$ cat src/rtl/rv_iter_muldiv.sv
// Iterative RISC-V M-extension unit: radix-2 shift-add multiply and restoring divide,
// valid/ready on both sides, with an optional single-cycle path for div-by-zero/overflow.
module rv_iter_muldiv #(
    parameter int unsigned XLEN         = 32,
    parameter bit          FAST_SPECIAL = 1'b1
) (
    input  logic            clk,
    input  logic            rst,
    input  logic            flush,
    input  logic            in_valid,
    output logic            in_ready,
    input  logic [2:0]      in_op,
    input  logic [XLEN-1:0] in_a,
    input  logic [XLEN-1:0] in_b,
    output logic            out_valid,
    input  logic            out_ready,
    output logic [XLEN-1:0] out_result,
    output logic            busy
);
    localparam int unsigned CW = $clog2(XLEN);
    localparam logic [XLEN-1:0] MIN_SIGNED = {1'b1, {(XLEN-1){1'b0}}};

    typedef enum logic [1:0] {IDLE, CALC, FIX, DONE} state_e;
    typedef enum logic [2:0] {
        OP_MUL, OP_MULH, OP_MULHSU, OP_MULHU, OP_DIV, OP_DIVU, OP_REM, OP_REMU
    } op_e;

    state_e              state_q, state_d;
    logic [CW-1:0]       cnt_q, cnt_d;
    logic [2:0]          op_q, op_d;
    logic [XLEN-1:0]     a_q, a_d;
    logic [XLEN-1:0]     b_q, b_d;
    logic [2*XLEN-1:0]   acc_q, acc_d;
    logic [XLEN-1:0]     rem_q, rem_d;
    logic                neg_q, neg_d;
    logic [XLEN-1:0]     res_q, res_d;

    logic                sa, sb, neg_in, b_zero, ovf, special;
    logic [XLEN-1:0]     a_mag, b_mag, special_res;
    logic [XLEN-1:0]     addend;
    logic [XLEN:0]       mul_sum, div_shift, div_trial;
    logic [2*XLEN-1:0]   prod_fix;
    logic [XLEN-1:0]     res_fix;

    assign in_ready   = (state_q == IDLE) && rst && !flush;
    assign out_valid  = (state_q == DONE);
    assign out_result = res_q;
    assign busy       = (state_q != IDLE);

    // Request decode: magnitudes, result sign and the special-case shortcut
    always_comb begin
        sa = 1'b0;
        sb = 1'b0;
        case (op_e'(in_op))
            OP_MULH, OP_DIV, OP_REM: begin
                sa = in_a[XLEN-1];
                sb = in_b[XLEN-1];
            end
            OP_MULHSU: sa = in_a[XLEN-1];
            default: ;
        endcase
        a_mag  = sa ? ('0 - in_a) : in_a;
        b_mag  = sb ? ('0 - in_b) : in_b;
        b_zero = (in_b == '0);
        ovf    = ((op_e'(in_op) == OP_DIV) || (op_e'(in_op) == OP_REM))
                 && (in_a == MIN_SIGNED) && (in_b == '1);
        case (op_e'(in_op))
            OP_MULH, OP_MULHSU, OP_DIV: neg_in = sa ^ sb;
            OP_REM:                     neg_in = sa;
            default:                    neg_in = 1'b0;
        endcase
        // Signed divide by zero must yield all-ones, so the quotient is never negated
        if ((op_e'(in_op) == OP_DIV) && b_zero)
            neg_in = 1'b0;
        special = FAST_SPECIAL && in_op[2] && (b_zero || ovf);
        if (b_zero)
            special_res = in_op[1] ? in_a : '1;
        else
            special_res = in_op[1] ? '0 : MIN_SIGNED;
    end

    // One iteration of each datapath plus the sign fix-up
    always_comb begin
        addend    = acc_q[0] ? a_q : '0;
        mul_sum   = {1'b0, acc_q[2*XLEN-1:XLEN]} + {1'b0, addend};
        div_shift = {rem_q, acc_q[XLEN-1]};
        div_trial = div_shift - {1'b0, b_q};
        prod_fix  = neg_q ? ('0 - acc_q) : acc_q;
        case (op_e'(op_q))
            OP_MUL:                        res_fix = prod_fix[XLEN-1:0];
            OP_MULH, OP_MULHSU, OP_MULHU:  res_fix = prod_fix[2*XLEN-1:XLEN];
            OP_DIV, OP_DIVU:               res_fix = neg_q ? ('0 - acc_q[XLEN-1:0]) : acc_q[XLEN-1:0];
            default:                       res_fix = neg_q ? ('0 - rem_q) : rem_q;
        endcase
    end

    always_comb begin
        state_d = state_q;
        cnt_d   = cnt_q;
        op_d    = op_q;
        a_d     = a_q;
        b_d     = b_q;
        acc_d   = acc_q;
        rem_d   = rem_q;
        neg_d   = neg_q;
        res_d   = res_q;
        if (flush) begin
            state_d = IDLE;
            cnt_d   = '0;
        end else begin
            case (state_q)
                IDLE: begin
                    if (in_valid && in_ready) begin
                        op_d  = in_op;
                        a_d   = a_mag;
                        b_d   = b_mag;
                        neg_d = neg_in;
                        cnt_d = '0;
                        rem_d = '0;
                        // Low half holds the multiplier for MUL ops, the dividend for DIV ops
                        acc_d = {{XLEN{1'b0}}, (in_op[2] ? a_mag : b_mag)};
                        if (special) begin
                            res_d   = special_res;
                            state_d = DONE;
                        end else begin
                            state_d = CALC;
                        end
                    end
                end
                CALC: begin
                    if (op_q[2]) begin
                        rem_d = div_trial[XLEN] ? div_shift[XLEN-1:0] : div_trial[XLEN-1:0];
                        acc_d = {acc_q[2*XLEN-1:XLEN], acc_q[XLEN-2:0], ~div_trial[XLEN]};
                    end else begin
                        acc_d = {mul_sum, acc_q[XLEN-1:1]};
                    end
                    cnt_d = cnt_q + CW'(1);
                    if (cnt_q == CW'(XLEN - 1)) begin
                        cnt_d   = '0;
                        state_d = FIX;
                    end
                end
                FIX: begin
                    res_d   = res_fix;
                    state_d = DONE;
                end
                DONE: begin
                    if (out_ready)
                        state_d = IDLE;
                end
                default: state_d = IDLE;
            endcase
        end
    end

    always_ff @(posedge clk) begin
        if (!rst) begin
            state_q <= IDLE;
            cnt_q   <= '0;
            op_q    <= '0;
            a_q     <= '0;
            b_q     <= '0;
            acc_q   <= '0;
            rem_q   <= '0;
            neg_q   <= 1'b0;
            res_q   <= '0;
        end else begin
            state_q <= state_d;
            cnt_q   <= cnt_d;
            op_q    <= op_d;
            a_q     <= a_d;
            b_q     <= b_d;
            acc_q   <= acc_d;
            rem_q   <= rem_d;
            neg_q   <= neg_d;
            res_q   <= res_d;
        end
    end
endmodule
$ cat config.mk
export PLATFORM = sky130hd
export DESIGN_NAME = rv_iter_muldiv
export DESIGN_NICKNAME = d
export VERILOG_FILES = /design/src/rtl/rv_iter_muldiv.sv
export SDC_FILE = /design/constraint.sdc
export NUM_CORES = 1
export LEC_CHECK = 0
export BUFFER_PORTS_ARGS = -buffer_cell sky130_fd_sc_hd__buf_2
export CAP_MARGIN = 10
export CORE_ASPECT_RATIO = 2
export CORE_UTILIZATION = 60
export CTS_CLUSTER_DIAMETER = 100
export CTS_CLUSTER_SIZE = 12
export DETAILED_ROUTE_END_ITERATION = 16
export PLACE_DENSITY = 0.79
export SYNTH_ARGS = -nofsm -noshare
export SYNTH_HDL_FRONTEND = slang
export SYNTH_SLANG_ARGS = --single-unit
$ cat constraint.sdc
create_clock -name clk -period 4.25 [get_ports clk]
set_clock_uncertainty 0.2 [all_clocks]
set_input_delay 1.275 -clock clk [delete_from_list [all_inputs] [get_ports clk]]
set_output_delay 1.275 -clock clk [all_outputs]
set_load 0.02 [all_outputs]
==> impl_metrics.env, run 1 <==
export IMPL_path_clk_slew_ns=0.06
export IMPL_peakVddDrop_v=0.000239
export IMPL_max_freq_ghz=0.242
export IMPL_routed_wl_met2_mm=31.1
export IMPL_cts_sinks=203
export IMPL_r2r_slack_ns=0.12
export IMPL_ys_types=83
export IMPL_crit_arrival_ns=4.34
export IMPL_netlist_area_leader_share=0.250
export IMPL_seqPwrFrac=0.403
export IMPL_fin_area_sq_um=18200
export IMPL_dieArea_sq_um=27800
export IMPL_clockBufferDepth=3
export IMPL_p_comb_frac=0.268
export IMPL_fin_total_pwr_mw=4.99
export IMPL_netlist_instances=2145
export IMPL_switching_share=0.338
export IMPL_grt_pass1_wl_mm=98.1
export IMPL_drc_errors=0
export IMPL_drt_wl_total_mm=64.5
export IMPL_clock_latency_ns=0.53
export IMPL_yosys_warnings=0
export IMPL_synth_area_sq_um=16300
export IMPL_path_class="flop to flop"
export IMPL_synth_edf_count=0
export IMPL_crit_fanout=18
export IMPL_antenna_found_initial=0
export IMPL_synth_seq_cells=203
export IMPL_wl_met3_mm=4.57
export IMPL_drtPass1Iterations=6
export IMPL_grt_setup_unrepaired="false"
export IMPL_slew_violations=0
export IMPL_post_dp_cell_area_sq_um=17600
export IMPL_gr_total_overflow=0
export IMPL_wl_per_cell_um=24.8
export IMPL_highest_signal_layer="met4"
export IMPL_ys_seq_area_frac=0.250
export IMPL_diodes=0
export IMPL_syn_avg_cell_area_sq_um=7.58
export IMPL_cts_hold_buf=0
export IMPL_p_int_mw=3.30
export IMPL_period_needed_ns=4.13
export IMPL_hold_viol_final=0
export IMPL_crit_required_ns=4.46
export IMPL_ioPinCount=107
export IMPL_die_h_um=235
export IMPL_final_layout_size_suffix_gt1_frac=0.132
export IMPL_ctsResizeCount=0
export IMPL_synthFlopType="dfxtp_1"
export IMPL_gp_congestion=1.10
export IMPL_numPortBuffers=106
export IMPL_finalCritPeriodShare=0.972
export IMPL_status="finished clean"
export IMPL_dp_cells=2579
export IMPL_grt_max_degree=67
export IMPL_p_switching_mw=1.69
export IMPL_synth_area_leaders="dfxtp_1 (25%), ha_1 (5.8%), o21ai_0 (5.5%), xnor2_1 (5.3%), xor2_1 (5.2%)"
export IMPL_crit_reg2reg_launch="acc_q[0]$_SDFFE_PN0P_"
export IMPL_drv_cap=0
export IMPL_power_density_nw_per_um2=275
export IMPL_setup_viol=0
export IMPL_p_clk_frac=0.329
export IMPL_slew_limit_headroom=0.433
export IMPL_vias_per_cell=6.77
export IMPL_critPathLaunchType="flop"
export IMPL_numCtsBuffers=20
export IMPL_grt_pass1_vias=17267
export IMPL_synth_area_leader_cell="dfxtp_1"
export IMPL_cts_setup_buffers=0
export IMPL_coreArea_sq_um=26500
export IMPL_dieWidth_um=118
export IMPL_hp_start="b_q[0]$_SDFFE_PN0P_"
export IMPL_hold_path_class="flop to flop"
export IMPL_met1_length_mm=21.3
export IMPL_crit_path_end_kind="flop"
export IMPL_routed_via_count=17608
export IMPL_drt_iter0_markers=1487
export IMPL_ant_nets=0
export IMPL_nets=2406
export IMPL_final_cells=2601
export IMPL_rows=84
export IMPL_clockRootBuffer="clkbuf_16"
export IMPL_start_util=0.614
export IMPL_crit_start="acc_q[0]$_SDFFE_PN0P_"
export IMPL_area_growth_pct=11.8
export IMPL_cts_tree="built"
export IMPL_syn_num_nets=2294
export IMPL_async_flop_share=0
export IMPL_tightest_slew_ns=0.847
export IMPL_grt_usage=0.458
export IMPL_htree_levels=1
export IMPL_place_hpwl_mm=50.3
export IMPL_p_leak_nw=7.16
==> logic make-up (layout without fill, tap and decap cells) <==
kind of cell,Yosys count,after routing,synth area share
compound gates,686,686,0.273
simple gates,677,677,0.204
buf+inv,217,329,0.0517
flops,203,203,0.250
xor+xnor,195,195,0.105
mux,90,90,0.0562
fa+ha+maj,77,77,0.0602
==> power groups by stage <==
stage	sequential, mW	combinational, mW	clock (mW)
finish	2.01	1.34	1.64
global route	2.02	1.41	1.71
CTS	2.01	1.29	1.64
detailed placement	2.05	1.28	0
global placement	2.05	1.26	0
floorplan	2.03	0.826	0
==> worst paths after layout <==
| kind | endpoint | depth (start not counted) |
|---|---|---|
| min | b_q[0]$_SDFFE_PN0P_ | 2 |
| max reg2reg | acc_q[62]$_SDFFE_PN0P_ | 14 |
| max | acc_q[62]$_SDFFE_PN0P_ | 14 |
| min reg2reg | b_q[0]$_SDFFE_PN0P_ | 2 |
==> cell usage in the layout, fill, tap and decap left out, drive strengths merged, types with 23 or more instances in the layout <==
| master | n |
|---|---|
| buf | 231 |
| nor2 | 207 |
| dfxtp | 203 |
| o21ai | 180 |
| nand2 | 172 |
| a21oi | 139 |
| xnor2 | 99 |
| xor2 | 96 |
| a211oi | 80 |
| mux2i | 79 |
| ha | 75 |
| inv | 73 |
| o31ai | 45 |
| nor3 | 44 |
| and2 | 40 |
| nand2b | 39 |
| a31oi | 31 |
| o22ai | 30 |
| or3 | 28 |
| o41ai | 27 |
| nand3 | 24 |
| a21o | 24 |
| nand4 | 23 |
| a22oi | 23 |
==> Yosys cell counts, types with 15 or more instances <==
cell      count
nor2b_1      21
clkbuf_1    121
o41ai_1      27
a211oi_1     79
nor3_1       43
ha_1         75
nand2b_1     38
o211ai_1     21
xnor2_1      99
o21a_1       15
inv_1        73
a22oi_1      23
nand4_1      23
a21oi_1     139
nand3_1      24
xor2_1       96
nor2_1      207
or4_1        18
mux2i_1      79
and2_1       40
o22ai_1      30
nand2_1     172
a31oi_1      31
nor4_1       18
or3_1        25
a21o_1       24
o21ai_0     178
dfxtp_1     203
o31ai_1      44
==> worst max-delay path, cell delays in order (launching register included) <==
cell,delay (ns)
dfxtp_1,0.41
buf_4,0.20
buf_4,0.20
and2_1,0.17
ha_1,0.38
and3_1,0.29
nand4_1,0.22
or3_1,0.48
a211oi_1,0.51
buf_4,0.24
o31ai_1,0.09
nand2b_1,0.11
o311a_1,0.18
o21ai_0,0.09
a32o_1,0.26
==> flip-flops by register name, summed over array words and instances, names as in the netlist <==
signal	flops
out_result	32
a_q	32
acc_q	64
b_q	32
neg_q	1
state_q	2
op_q	3
rem_q	32
cnt_q	5
==> cell type report <==
type,count,area [sq um]
multi-input cells,1725,11400
fillers,2390,8310
flip-flops and latches,203,4070
repair buffers,231,1490
clock buffers,22,529
well taps,344,430
inverters,76,287
==> per-stage QoR <==
stage | util | hold slack [ns] | setup slack (ns) | TNS (ns)
2_1_floorplan | - | 0.232 | 0.148 | 0
3_3_place_gp | 0.666 | 0.244 | -0.114 | -0.620
3_5_place_dp | 0.666 | 0.254 | -0.129 | -1.53
4_1_cts | 0.686 | 0.263 | 0.245 | 0
5_1_grt | 0.686 | 0.285 | 0.00692 | 0
6_report | 0.686 | 0.263 | 0.119 | 0
==> per-layer routing <==
metal  track usage  vias to the layer above
li1              -                     8023
met2         0.800                      975
met5             0                        -
met4         0.456                        0
met1         0.443                     8240
met3        0.0782                      370
(Power assumes the default switching activity.)
==> run 2: changes to the inputs <==
--- a/config.mk
+++ b/config.mk
@@ -5,6 +5,7 @@
 export SDC_FILE = /design/constraint.sdc
 export NUM_CORES = 1
 export LEC_CHECK = 0
+export ABC_AREA = 1
 export BUFFER_PORTS_ARGS = -buffer_cell sky130_fd_sc_hd__buf_2
 export CAP_MARGIN = 10
 export CORE_ASPECT_RATIO = 2
==> run 2 against run 1 <==
- the flow now stops in global routing
- area after synthesis rose by 19%
- synthesized cell count rose by 61%
==> impl_metrics.env, run 2 <==
export IMPL_synth_area_leaders="dfxtp_1 (21%), nand2_1 (18%), nand3_1 (9.3%), nor2_1 (8.5%), inv_1 (8.5%)"
export IMPL_numPortBuffers=106
export IMPL_synth_most_common_cell="nand2_1"
export IMPL_grt_pass1_wl_mm=181
export IMPL_die_h_um=256
export IMPL_ioPinCount=107
export IMPL_synth_area_leader_cell="dfxtp_1"
export IMPL_clockRootBuffer="clkbuf_16"
export IMPL_gr_total_overflow=432
export IMPL_ctsResizeCount=0
export IMPL_haltStage="global routing"
export IMPL_cts_setup_buffers=0
export IMPL_grt_usage=0.714
export IMPL_place_hpwl_mm=73.5
export IMPL_synth_area_sq_um=19300
export IMPL_grt_pass1_vias=26399
export IMPL_clockBufferDepth=3
export IMPL_htree_levels=1
export IMPL_syn_avg_cell_area_sq_um=5.60
export IMPL_synthTopCellsByCount="nand2_1 (932), nor2_1 (436), inv_1 (435)"
export IMPL_synthFlopType="dfxtp_1"
export IMPL_async_flop_share=0
export IMPL_syn_num_nets=3597
export IMPL_start_util=0.610
export IMPL_grt_max_degree=108
export IMPL_synth_seq_cells=203
export IMPL_stop_error="[ERROR GRT-0116] Global routing finished with congestion. Check the congestion regions in the DRC Viewer."
export IMPL_numCtsBuffers=21
export IMPL_synth_edf_count=0
export IMPL_cts_hold_buf=0
export IMPL_rows=92
export IMPL_ys_types=42
export IMPL_gp_congestion=1.24
export IMPL_status="did not finish"
export IMPL_ys_seq_area_frac=0.210
export IMPL_netlist_area_leader_share=0.210
export IMPL_yosys_warnings=0
export IMPL_cts_sinks=203
export IMPL_dieWidth_um=129
export IMPL_netlist_instances=3448
-- run 2: metal layers --
metal,overflow,global-route usage
met5,0,0.110
met1,4,0.701
met3,12,0.492
met4,128,0.728
met2,288,0.940
-- run 2: logic make-up after synthesis --
logic type / Yosys count / share of synthesized area
buffers and inverters: 573 / 0.112
DFF: 203 / 0.210
xor gates and xnor gates: 62 / 0.0281
adders and majority gates: 77 / 0.0506
and+or+nand+nor: 1874 / 0.406
AOI/OAI and AO/OA: 659 / 0.193
-- run 2: per-stage QoR --
step	utilization	instances	setup slack, ns	instance area (sq um)	hold WS, ns
CTS	0.658	3925	0.786	20800	0.283
detailed placement	0.641	3901	0.348	20300	0.273
global placement	0.641	3901	0.475	20300	0.255
floorplan	-	3448	1.07	19300	0.247
==> run 3: changes to the inputs <==
--- a/config.mk
+++ b/config.mk
@@ -8,12 +8,9 @@
 export ABC_AREA = 1
 export BUFFER_PORTS_ARGS = -buffer_cell sky130_fd_sc_hd__buf_2
 export CAP_MARGIN = 10
-export CORE_ASPECT_RATIO = 2
-export CORE_UTILIZATION = 60
-export CTS_CLUSTER_DIAMETER = 100
-export CTS_CLUSTER_SIZE = 12
+export CORE_UTILIZATION = 40
 export DETAILED_ROUTE_END_ITERATION = 16
-export PLACE_DENSITY = 0.79
+export PLACE_DENSITY_LB_ADDON = 0.15
 export SYNTH_ARGS = -nofsm -noshare
 export SYNTH_HDL_FRONTEND = slang
 export SYNTH_SLANG_ARGS = --single-unit
==> run 3 against run 2 <==
- the run now ends clean
- synthesized cell count unchanged
- area after synthesis unchanged
==> impl_metrics.env, run 3 <==
export IMPL_post_dp_cell_area_sq_um=20600
export IMPL_setup_viol=0
export IMPL_ff_latch_area_sq_um=4070
export IMPL_netlist_instances=3448
export IMPL_ctsResizeCount=0
export IMPL_final_common_cell="nand2_1"
export IMPL_regMostFlops="acc_q"
export IMPL_seqPwrFrac=0.351
export IMPL_p_leak_nw=11.1
export IMPL_drc_errors=0
export IMPL_crit_start="acc_q[0]$_SDFFE_PN0P_"
export IMPL_synth_area_sq_um=19300
export IMPL_final_layout_size_suffix_gt1_frac=0.0734
export IMPL_gr_total_overflow=0
export IMPL_grt_pass1_vias=21057
export IMPL_hold_path_class="flop to flop"
export IMPL_cts_hold_buf=0
export IMPL_path_class="flop to flop"
export IMPL_grt_pass1_wl_mm=131
export IMPL_rows=80
export IMPL_synth_edf_count=0
export IMPL_fin_setup_tns_ns=0
export IMPL_final_cells=4147
export IMPL_synthTopCellsByCount="nand2_1 (932), nor2_1 (436), inv_1 (435)"
export IMPL_ys_types=42
export IMPL_slew_limit_headroom=0.183
export IMPL_htree_levels=1
export IMPL_power_density_nw_per_um2=265
export IMPL_largest_register_ffs=64
export IMPL_crit_cells=13
export IMPL_clockRootBuffer="clkbuf_16"
export IMPL_path_delay_family="compound AO/OA/AOI/OAI gates"
export IMPL_use_met1=0.505
export IMPL_status="finished clean"
export IMPL_p_comb_frac=0.214
export IMPL_nets=3661
export IMPL_slowest_stage="o21ai_0"
export IMPL_drt_wl_total_mm=88.0
export IMPL_clockBufferDepth=3
export IMPL_fill_cells=5308
export IMPL_antenna_found_initial=10
export IMPL_r2r_end="acc_q[62]$_SDFFE_PN0P_"
export IMPL_ioPinCount=107
export IMPL_crit_required_ns=4.48
export IMPL_ant_nets=0
export IMPL_grt_usage=0.348
export IMPL_synth_area_leaders="dfxtp_1 (21%), nand2_1 (18%), nand3_1 (9.3%), nor2_1 (8.5%), inv_1 (8.5%)"
export IMPL_max_freq_ghz=0.288
export IMPL_grt_max_degree=112
export IMPL_numCtsBuffers=25
export IMPL_grt_use_met2=0.491
export IMPL_dieWidth_um=222
export IMPL_p_clk_frac=0.434
export IMPL_cts_sinks=203
export IMPL_gp_congestion=1.10
export IMPL_peakVddDrop_v=0.000321
export IMPL_start_util=0.405
export IMPL_hold_viol_final=0
export IMPL_p_switching_mw=1.90
export IMPL_cts_tree="built"
export IMPL_switching_share=0.333
export IMPL_async_flop_share=0
export IMPL_crit_buf_inv=2
export IMPL_routed_via_count=23457
export IMPL_netlist_area_leader_share=0.210
export IMPL_grt_setup_unrepaired="false"
export IMPL_ys_seq_area_frac=0.210
export IMPL_p_int_mw=3.81
export IMPL_syn_num_nets=3597
export IMPL_period_needed_ns=3.47
export IMPL_tightest_slew_ns=1.23
export IMPL_r2r_slack_ns=0.78
export IMPL_synth_seq_cells=203
export IMPL_crit_path_end_kind="flop"
export IMPL_synthFlopType="dfxtp_1"
export IMPL_fin_area_sq_um=21500
export IMPL_crit_reg2reg_launch="acc_q[0]$_SDFFE_PN0P_"
export IMPL_area_growth_pct=11.4
export IMPL_fin_util=0.452
export IMPL_wl_per_cell_um=21.2
export IMPL_numPortBuffers=106
export IMPL_endpoint="acc_q[62]$_SDFFE_PN0P_"
export IMPL_synth_most_common_cell="nand2_1"
export IMPL_cp_common_cell="nand2_1"
export IMPL_vias_per_cell=5.66
export IMPL_drt_iter0_markers=2843
export IMPL_critPathLaunchType="flop"
export IMPL_clock_latency_ns=0.58
export IMPL_syn_avg_cell_area_sq_um=5.60
export IMPL_top_usage_layer="met1"
export IMPL_drtPass1Iterations=6
export IMPL_cts_setup_buffers=0
export IMPL_drv_cap=0
export IMPL_worstRegToRegCells=13
export IMPL_mostFrequentLayoutCells="nand2_1 (932), inv_1 (435), nor2_1 (434)"
export IMPL_crit_fanout=30
export IMPL_yosys_warnings=0
export IMPL_die_h_um=222
export IMPL_slowest_delay_ns=0.61
export IMPL_place_hpwl_mm=70.8
export IMPL_dieArea_sq_um=49200
export IMPL_multi_input_area_sq_um=13100
export IMPL_finalCritPeriodShare=0.816
export IMPL_coreArea_sq_um=47600
export IMPL_hp_start="cnt_q[2]$_SDFFE_PP0P_"
export IMPL_crit_arrival_ns=3.70
export IMPL_path_clk_slew_ns=0.06
export IMPL_slew_violations=0
export IMPL_worstPathCellList="buf_4, nand2_1, inv_1, ha_1, nand2_1, o21ai_0, a21oi_1, o21ai_0, nand3_1, nand2_1, nand2_1, nand3_1, a21oi_1"
export IMPL_synth_area_leader_cell="dfxtp_1"
export IMPL_dp_cells=4100
export IMPL_grt_use_met3=0.0981
run 3: power by group through the flow:
stage / registers (mW) / logic, mW / clock network, mW
2_1_floorplan: 2.02 / 0.774 / 0
3_3_place_gp: 2.04 / 1.19 / 0
3_5_place_dp: 2.05 / 1.18 / 0
4_1_cts: 2.00 / 1.19 / 2.49
5_1_grt: 2.01 / 1.34 / 2.56
6_report: 2.01 / 1.22 / 2.48
run 3: metal layers:
metal,wire [um],vias to the layer above
met2,34800,1208
met3,11100,152
met4,2810,8
met1,39300,10644
met5,55,-
li1,-,11445
run 3: how the worst min path moves through the flow:
stage	end	slack, ns	cells past startpoint
floorplan	cnt_q[4]$_SDFFE_PP0P_	0.25	2
global placement	cnt_q[4]$_SDFFE_PP0P_	0.27	2
detailed placement	cnt_q[4]$_SDFFE_PP0P_	0.27	2
CTS	cnt_q[4]$_SDFFE_PP0P_	0.28	2
global route	cnt_q[4]$_SDFFE_PP0P_	0.30	2
finish	cnt_q[2]$_SDFFE_PP0P_	0.28	2
run 3: area by class of cell:
| class | count | area share |
|---|---|---|
| diodes | 1 | 0.000116 |
| repair buffers | 160 | 0.0448 |
| well taps | 615 | 0.0357 |
| clock inverters | 13 | 0.0100 |
| inverters | 450 | 0.0785 |
| clock buffers | 33 | 0.0337 |
| multi-input cells | 2672 | 0.608 |
| flip-flops and latches | 203 | 0.189 |
run 3: through the flow:
stage / total power [mW] / setup slack (ns) / hold slack [ns]
floorplan: 2.79 / 1.07 / 0.247
global placement: 3.24 / 0.420 / 0.270
detailed placement: 3.23 / 0.317 / 0.268
CTS: 5.68 / 0.867 / 0.277
global route: 5.90 / 0.568 / 0.301
finish: 5.71 / 0.781 / 0.277
run 3: cells by family (layout without fill, tap and decap cells):
logic type / after synthesis / after routing / share of synthesized area
fa+ha+maj: 77 / 77 / 0.0506
simple gates: 1874 / 1874 / 0.406
compound gates: 659 / 659 / 0.193
other cells: 0 / 1 / 0
flops: 203 / 203 / 0.210
xor+xnor: 62 / 62 / 0.0281
buf+inv: 573 / 656 / 0.112
run 3: worst reg2reg max path, cell delays in order, from the launching register on:
cell and delay (ns):
dfxtp_1 0.48, buf_4 0.36, nand2_1 0.10, inv_1 0.08, ha_1 0.20, nand2_1 0.10, o21ai_0 0.44, a21oi_1 0.25
o21ai_0 0.61, nand3_1 0.22, nand2_1 0.11, nand2_1 0.05, nand3_1 0.06, a21oi_1 0.06
